[config.mk]
export PLATFORM = sky130hd
export DESIGN_NAME = wb_stage
export DESIGN_NICKNAME = d
export VERILOG_FILES = /design/src/rtl/wb_stage_pkg.sv /design/src/rtl/wb_load_align.sv /design/src/rtl/wb_stage.sv
export SDC_FILE = /design/constraint.sdc
export NUM_CORES = 1
export LEC_CHECK = 0
export ABC_CLOCK_PERIOD_IN_PS = 3700
export CAP_MARGIN = 0
export CORE_ASPECT_RATIO = 0.6
export CORE_MARGIN = 1.5
export CORE_UTILIZATION = 50
export CTS_CLUSTER_DIAMETER = 40
export DETAILED_ROUTE_END_ITERATION = 8
export GPL_TIMING_DRIVEN = 0
export HOLD_SLACK_MARGIN = 0.1
export PLACE_DENSITY = 0.88
export SYNTH_ARGS = -nofsm -noshare
export SYNTH_HDL_FRONTEND = slang
export SYNTH_HIERARCHICAL = 1
export SYNTH_SLANG_ARGS = --single-unit
[constraint.sdc]
create_clock -name clk -period 3.7 [get_ports clk]
set_clock_uncertainty 0.05 [all_clocks]
set_input_delay 0.37 -clock clk [delete_from_list [all_inputs] [get_ports clk]]
set_output_delay 0.37 -clock clk [all_outputs]
set_load 0.03 [all_outputs]
[src/rtl/wb_stage_pkg.sv]
// Shared definitions for the write-back stage: RISC-V load funct3 codes and
// the XLEN-derived byte-lane offset width.
package wb_stage_pkg;

  typedef enum logic [2:0] {
    LB   = 3'b000,
    LH   = 3'b001,
    LW   = 3'b010,
    LD   = 3'b011,
    LBU  = 3'b100,
    LHU  = 3'b101,
    LWU  = 3'b110,
    LRAW = 3'b111
  } load_funct3_e;

  // Width of the byte offset inside one XLEN-wide memory word.
  function automatic int lsb_width(input int xlen);
    return $clog2(xlen / 8);
  endfunction

endpackage

[src/rtl/wb_load_align.sv]
// Combinational load-data lane extraction with sign/zero extension.
// LD and LWU decode as LW when XLEN is 32; funct3 111 passes raw data through.
module wb_load_align
  import wb_stage_pkg::*;
#(
  parameter  int XLEN  = 32,
  localparam int LSB_W = lsb_width(XLEN)
) (
  input  logic [2:0]       funct3,
  input  logic [LSB_W-1:0] lsb,
  input  logic [XLEN-1:0]  raw_data,
  output logic [XLEN-1:0]  load_data
);

  logic [LSB_W-1:0] offset;
  logic [XLEN-1:0]  shifted;

  always_comb begin
    offset = lsb;
    case (funct3[1:0])
      2'b01:   offset = lsb & ~LSB_W'(1);
      2'b10:   offset = lsb & ~LSB_W'(3);
      2'b11:   offset = '0;
      default: offset = lsb;
    endcase
    shifted = raw_data >> {offset, 3'b000};
  end

  always_comb begin
    load_data = raw_data;
    case (funct3)
      LB:      load_data = XLEN'(signed'(shifted[7:0]));
      LH:      load_data = XLEN'(signed'(shifted[15:0]));
      LW:      load_data = XLEN'(signed'(shifted[31:0]));
      LBU:     load_data = XLEN'(shifted[7:0]);
      LHU:     load_data = XLEN'(shifted[15:0]);
      LD:      load_data = (XLEN == 64) ? shifted : XLEN'(signed'(shifted[31:0]));
      LWU:     load_data = (XLEN == 64) ? XLEN'(shifted[31:0]) : XLEN'(signed'(shifted[31:0]));
      default: load_data = raw_data;
    endcase
  end

endmodule

[src/rtl/wb_stage.sv]
// Registered write-back stage with a 2-entry skid buffer (main + skid).
// Optional retire counter port wb_instret_o enabled by macro WB_RETIRE_CNT_EN.
module wb_stage
  import wb_stage_pkg::*;
#(
  parameter  int XLEN   = 32,
  parameter  int REG_AW = 5,
  parameter  int PC_W   = 32,
  localparam int LSB_W  = lsb_width(XLEN)
) (
  input  logic              clk,
  input  logic              rst_n,
  input  logic              wb_flush_i,
  input  logic              wb_valid_i,
  output logic              wb_ready_o,
  input  logic [PC_W-1:0]   wb_pc_i,
  input  logic              wb_rd_wr_en_i,
  input  logic [REG_AW-1:0] wb_rd_addr_i,
  input  logic [XLEN-1:0]   wb_rd_reg_data_i,
  input  logic              wb_is_load_i,
  input  logic [2:0]        wb_load_funct3_i,
  input  logic [XLEN-1:0]   wb_load_data_i,
  input  logic [LSB_W-1:0]  wb_addr_lsb_i,
  output logic              wb_valid_o,
  input  logic              wb_ready_i,
  output logic [PC_W-1:0]   wb_pc_o,
  output logic              wb_rd_wr_en_o,
  output logic [REG_AW-1:0] wb_rd_addr_o,
`ifdef WB_RETIRE_CNT_EN
  output logic [63:0]       wb_instret_o,
`endif
  output logic [XLEN-1:0]   wb_rd_reg_data_o
);

  typedef struct packed {
    logic [PC_W-1:0]   pc;
    logic              wr_en;
    logic [REG_AW-1:0] addr;
    logic [XLEN-1:0]   data;
  } entry_t;

  entry_t           in_entry, main_q, main_d, skid_q, skid_d;
  logic             main_valid_q, main_valid_d;
  logic             skid_valid_q, skid_valid_d;
  logic             ready_q, ready_d;
  logic             in_fire, out_fire;
  logic [XLEN-1:0]  load_data;

  wb_load_align #(.XLEN(XLEN)) u_load_align (
    .funct3    (wb_load_funct3_i),
    .lsb       (wb_addr_lsb_i),
    .raw_data  (wb_load_data_i),
    .load_data (load_data)
  );

  always_comb begin
    in_entry.pc    = wb_pc_i;
    in_entry.wr_en = wb_rd_wr_en_i & (wb_rd_addr_i != '0);
    in_entry.addr  = wb_rd_addr_i;
    in_entry.data  = wb_is_load_i ? load_data : wb_rd_reg_data_i;
  end

  assign in_fire  = wb_valid_i & ready_q;
  assign out_fire = main_valid_q & wb_ready_i;

  // Main refills from skid first so ordering holds; the input only reaches skid while main is stalled.
  always_comb begin
    main_d       = main_q;
    skid_d       = skid_q;
    main_valid_d = main_valid_q;
    skid_valid_d = skid_valid_q;
    if (wb_flush_i) begin
      main_valid_d = 1'b0;
      skid_valid_d = 1'b0;
    end else if (out_fire || !main_valid_q) begin
      if (skid_valid_q) begin
        main_d       = skid_q;
        main_valid_d = 1'b1;
        skid_valid_d = 1'b0;
      end else if (in_fire) begin
        main_d       = in_entry;
        main_valid_d = 1'b1;
      end else begin
        main_valid_d = 1'b0;
      end
    end else if (in_fire) begin
      skid_d       = in_entry;
      skid_valid_d = 1'b1;
    end
    ready_d = ~skid_valid_d;
  end

  always_ff @(posedge clk or negedge rst_n) begin
    if (!rst_n) begin
      main_q       <= '0;
      skid_q       <= '0;
      main_valid_q <= 1'b0;
      skid_valid_q <= 1'b0;
      ready_q      <= 1'b0;
    end else begin
      main_q       <= main_d;
      skid_q       <= skid_d;
      main_valid_q <= main_valid_d;
      skid_valid_q <= skid_valid_d;
      ready_q      <= ready_d;
    end
  end

  assign wb_ready_o       = ready_q;
  assign wb_valid_o       = main_valid_q;
  assign wb_pc_o          = main_q.pc;
  assign wb_rd_wr_en_o    = main_valid_q & main_q.wr_en;
  assign wb_rd_addr_o     = main_q.addr;
  assign wb_rd_reg_data_o = main_q.data;

`ifdef WB_RETIRE_CNT_EN
  logic [63:0] instret_q;

  // Counts port-side handshakes, including one coinciding with a flush.
  always_ff @(posedge clk or negedge rst_n) begin
    if (!rst_n) begin
      instret_q <= '0;
    end else if (out_fire) begin
      instret_q <= instret_q + 64'd1;
    end
  end

  assign wb_instret_o = instret_q;
`endif

endmodule

# Word-level counts from Yosys, hierarchy flattened
# Cells that the tools add are included.
[op_classes]
n_addsub = 0
n_mul = 0
div_mod_pow = 0
order_cmp = 0
n_eq_ne = 9
shifts = 1
mux = 12
bitwise = 7
n_reduce_logical = 10
[ops]
columns = ["cell", "count"]
rows = [
  ["$pmux 32 s5", 1],
  ["$mux 70", 2],
  ["$mux 32", 1],
  ["$shr 32x5->32", 1],
  ["$eq 3x3->1 const B", 3],
  ["$mux 1", 7],
  ["$eq 3x2->1 const B", 2],
  ["$reduce_and 3->1", 2],
  ["$reduce_bool 5->1", 1],
  ["$and 1x1->1", 4],
  ["$eq 2x2->1 const B", 2],
  ["$pmux 2 s2", 1],
  ["$reduce_bool 2->1", 2],
  ["$eq 3x1->1 const B", 1],
  ["$logic_not 3->1", 1],
  ["$not 1->1", 3],
  ["$reduce_or 3->1", 1],
  ["$eq 2x1->1 const B", 1],
  ["$reduce_or 2->1", 1],
  ["$logic_not 1->1", 1],
  ["$logic_or 1x1->1", 1],
]
[totals]
regBits = 143
latch_bits = 0
ramBits = 0
rom_bits = 0
out_inout_bits = 72
elab_cells = 50
n_memories = 0

# Logic depth before layout (Yosys ltp)
[logic_depth]
word_depth = 8
mapped_depth = 9
mapped_depth_nobuf = 7

# Modules after synthesis
# Netlist, hierarchy kept.
[modules_own_cells]
columns = ["mod", "instances", "cells_each", "area_each_um2", "seq_area_each_um2"]
rows = [
  ["wb_stage", 1, 562, 7065.5, 3578.4],
  ["wb_load_align", 1, 87, 645.6, 0.0],
]

# Least setup slack after synthesis
# Ideal clock, no wire load.
[synth_path]
path_type = "input to register"
start = "in wb_load_funct3_i[0]"
end = "reg main_q, in the netlist wb_rd_reg_data_o[16]"
arrival_time_ns = 2.002
setup_slack_ns = 1.523
stages = 8
cell_sequence = "nand2b_4 mux2_4 a2111oi_4 buf_6 o21ai_1 mux2i_1 o21ai_0 mux2_2"
[synth_via]
elab_chain_len = 8
elab_cells_between_ends = 18
cone_classes = "eq/ne (9); shift (1); mux (5); reduce/logical (3)"
[synth_rtl]
columns = ["item", "line_no", "rtl"]
rows = [
  ["start, declared", "wb_stage.sv:21", "input logic [2:0] wb_load_funct3_i,"],
  ["$eq 2x2->1", "wb_load_align.sv:20", "case (funct3[1:0])"],
  ["$reduce_or 2->1 (no source line)", "n/a", ""],
  ["$pmux 2 s2", "wb_load_align.sv:20", ""],
  ["$shr 32x5->32", "wb_load_align.sv:26", "shifted = raw_data >> {offset, 3'b000};"],
  ["$pmux 32 s5 (*)", "wb_load_align.sv:31", "case (funct3)"],
  ["net load_data[16]", "wb_stage.sv:47", "logic [XLEN-1:0] load_data;"],
  ["$mux 32 (*)", "wb_stage.sv:60", "in_entry.data = wb_is_load_i ? load_data : wb_rd_reg_data_i;"],
  ["$mux 70 (*)", "wb_stage.sv:80", "end else if (in_fire) begin"],
  ["$mux 70 (*)", "wb_stage.sv:76", "if (skid_valid_q) begin"],
  ["end signal, assigned", "wb_stage.sv:101", "main_q <= main_d;"],
  ["end, declared", "wb_stage.sv:42", "entry_t in_entry, main_q, main_d, skid_q, skid_d;"],
]
# The timed path passes the listed nets; every way through them passes the cells marked *. The select of a mux whose other input is x is not followed.
# A chain may end at the register's enable or synchronous reset.

# Worst setup path in the final report
[layout_path]
start = "in wb_load_funct3_i[1]"
end = "reg main_q, in the netlist wb_rd_reg_data_o[8]"
# Same word-level chain as after synthesis.

==> metrics.cfg <==
[power_and_ir_drop]
swShare_pct = 29.26
pwr-share-seq_pct = 37.1
switchingPower_uw = 1694
p_total_uw = 5790
peakVddDrop_mv = 0.3250
p_int_uw = 4096
combPwrFrac_pct = 30.4
p_leak_uw = 0.004522
cellPowerDensity_nw_per_um2 = 552.8
clkPwrFrac_pct = 32.5

[sta]
max_freq_mhz = 361.4
final.min_clock_period_ns = 2.767
hold_slack_ns = 0.3687
relSlewSlack_pct = 55.55
min_period_over_period_pct = 74.79
report.final.setup_viol = 0
fin_tns_setup_ns = 0
hold_violations = 0
tightest_slew_ns = 0.6655
rsz0062_at_grt = false
drv_slew = 0

[clock_tree]
clk_path_buf_depth = 2
cts_tree = done
cts-root-buf = clkbuf_16
post-cts-setup-buffer-count = 0
cts_sinks = 143
post_cts_resized = 0
h-tree-depth = 4
cts.clk_slew.worst_paths_ns = 0.06
ctsHoldBuffers = 1
clock_latency_ns = 0.41
cts_buffers = 17

[place]
port_buffers = 183
gp_congestion = 0.8915
dp.cells = 1031
hpwlAfterDp_mm = 14.55

[finish]
final_cell_mix = clkdlybuf4s50_1, dfrtp_1, mux2_2
postLayoutCoreUtil_pct = 70.95
drive_gt1_share_pct = 31.87
area_growth_pct = 35.83
stdcell_count = 1064
insertedDiodeCount = 0
nets = 966
final_common_cell = clkdlybuf4s50_1
multiInputGateArea_sq_um = 3247
nFillCells = 1042
regArea_sq_um = 3578

[route]
via_per_inst = 5.277
num_vias = 5615
wire_per_inst_um = 18.11
drt-initial-drc-count = 371
firstDrtPassIters = 6
wirelength_mm = 19.27
ant_nets = 0
drc = 0

[floorplan]
core-area_sq_um = 14760
die_h_um = 99.20
ios = 185
die_x_um = 163.3
start_util_pct = 52.24
dieArea_sq_um = 16200
placementRows = 34

[min_path]
holdCritPathClass = input pin to register

[global_route]
gr-total-overflow = 0
grt_use_total_pct = 24.91
grt_pass1_vias = 5917
grt_pass1_wl_mm = 31.08
grt_max_degree = 96
antenna_found_initial = 0

[setup_path]
path_class = input pin to register
cp_max_fo = 10
cp_data_arrival_time_ns = 3.02
worst_ep_required_time_ns = 3.95
end_kind = register
worstSetupStartpointType = input pin

[run_status]
status = finished, final reports clean

[synthesis]
synth_fa_ha_area_share_pct = 0
syn_area_sq_um = 7711
synth_area_leaders = dfrtp_1, mux2_2, mux2i_1
synth_top_area_share_pct = 46.41
synth_xor_xnor_area_share_pct = 0
syn_inst = 649
yosys_warnings = 6
ys_seq_elements = 143
netlist.top_cell.by_area = dfrtp_1
synthSimpleGateAreaFrac_pct = 3.927
avgSynthCellArea_sq_um = 11.88
yosysSeqAreaShare_pct = 46.41
synth_top_family_by_area = multiplexers
synth_compound_area_share_pct = 6.620
synthMuxAreaShare_pct = 31.56
ys_types = 36
synth_nets = 762

[flow_run]
maxCapViolCount = 0

[cells by family after synthesis]
family	after synthesis
AOI/OAI and AO/OA	82
buffers and inverters	143
DFF	143
muxes	216
and+or+nand+nor	65
[power groups by stage]
stage | registers, uW | clock network, uW | logic [uW]
4_1_cts | 2140 | 1900 | 1770
2_1_floorplan | 2110 | 0 | 1130
3_5_place_dp | 2170 | 0 | 1760
5_1_grt | 2200 | 1990 | 1880
3_3_place_gp | 2140 | 0 | 1710
6_report | 2150 | 1880 | 1760
[layout make-up]
type,instances,share of cell area (%)
clock buffer,20,4.169
inverter,36,1.290
multi-input combinational,363,31.00
tap,198,2.365
clock inverter,12,1.983
sequential,143,34.17
buffer,107,7.168
timing repair buffer,185,17.86
[per-stage QoR]
stage          setup slack [ns]  instance area [sq um]
4_1_cts                   1.052                  10470
6_report                 0.9327                  10470
5_1_grt                  0.7447                  10470
3_3_place_gp             -3.483                   9791
3_5_place_dp             0.6270                   9819
2_1_floorplan             1.523                   7711
[per-layer routing]
| metal | wire length [um] | track usage [%] | part of all wire, % | vias to the layer above |
|---|---|---|---|---|
| met5 | 0 | 0 | 0 | - |
| met4 | 138 | 4.869 | 0.72 | 0 |
| met3 | 1351 | 5.713 | 7.0 | 17 |
| met2 | 8697 | 38.43 | 45 | 203 |
| met1 | 9083 | 36.13 | 47 | 2780 |
| li1 | - | - | - | 2615 |
[sequential cells by signal, indices dropped and copies added (netlist names)]
register / cells
wb_rd_addr_o: 5
wb_pc_o: 32
wb_valid_o: 1
skid_q: 70
skid_valid_q: 1
wb_rd_reg_data_o: 32
main_q: 1
wb_ready_o: 1
[final timing paths]
| check | from | endpoint | slack [ns] | depth (start not counted) |
|---|---|---|---|---|
| setup / recovery | wb_load_funct3_i[1] | wb_rd_reg_data_o[8] | 0.93 | 8 |
| hold / removal | wb_is_load_i | skid_q[31] | 0.37 | 3 |
| setup reg to reg | wb_ready_o | skid_q[65] | 1.81 | 4 |
| hold reg to reg | wb_pc_o[12] | wb_pc_o[12] | 0.44 | 1 |
| max in group asynchronous | rst_n | wb_rd_reg_data_o[21] | 2.34 | 3 |
| min in group asynchronous | rst_n | wb_pc_o[17] | 0.41 | 2 |
[synth_stat cells]
cell type and instances:
dfrtp_1 143, mux2_2 132, buf_4 71, mux2i_1 65, nand2_1 50, o21ai_0 48, inv_1 35, buf_2 18
mux2_1 11, o21ai_1 10, clkbuf_1 9, a22o_1 8, a22oi_1 8, buf_6 8, mux4_2 7, nor2b_1 3
and2_1 2, nand2b_1 2, or3_1 2, a2111oi_0 1, a2111oi_4 1, a211oi_2 1, a21oi_1 1, a21oi_2 1
a2bb2oi_1 1, a311o_1 1, a31o_2 1, buf_1 1, clkinv_1 1, mux2_4 1, nand2b_4 1, nor2_2 1
nor3_1 1, nor3_2 1, nor3_4 1, or4_1 1
[worst max-delay path, cell delays in order]
cell and delay (ns):
clkdlybuf4s50_1 0.50, clkbuf_1 0.44, nor3_1 0.21, a211oi_2 0.62, o21ai_0 0.26, mux2i_1 0.24
o21ai_0 0.11, mux2_2 0.27
No activity file was read; power rests on OpenSTA's default activity.
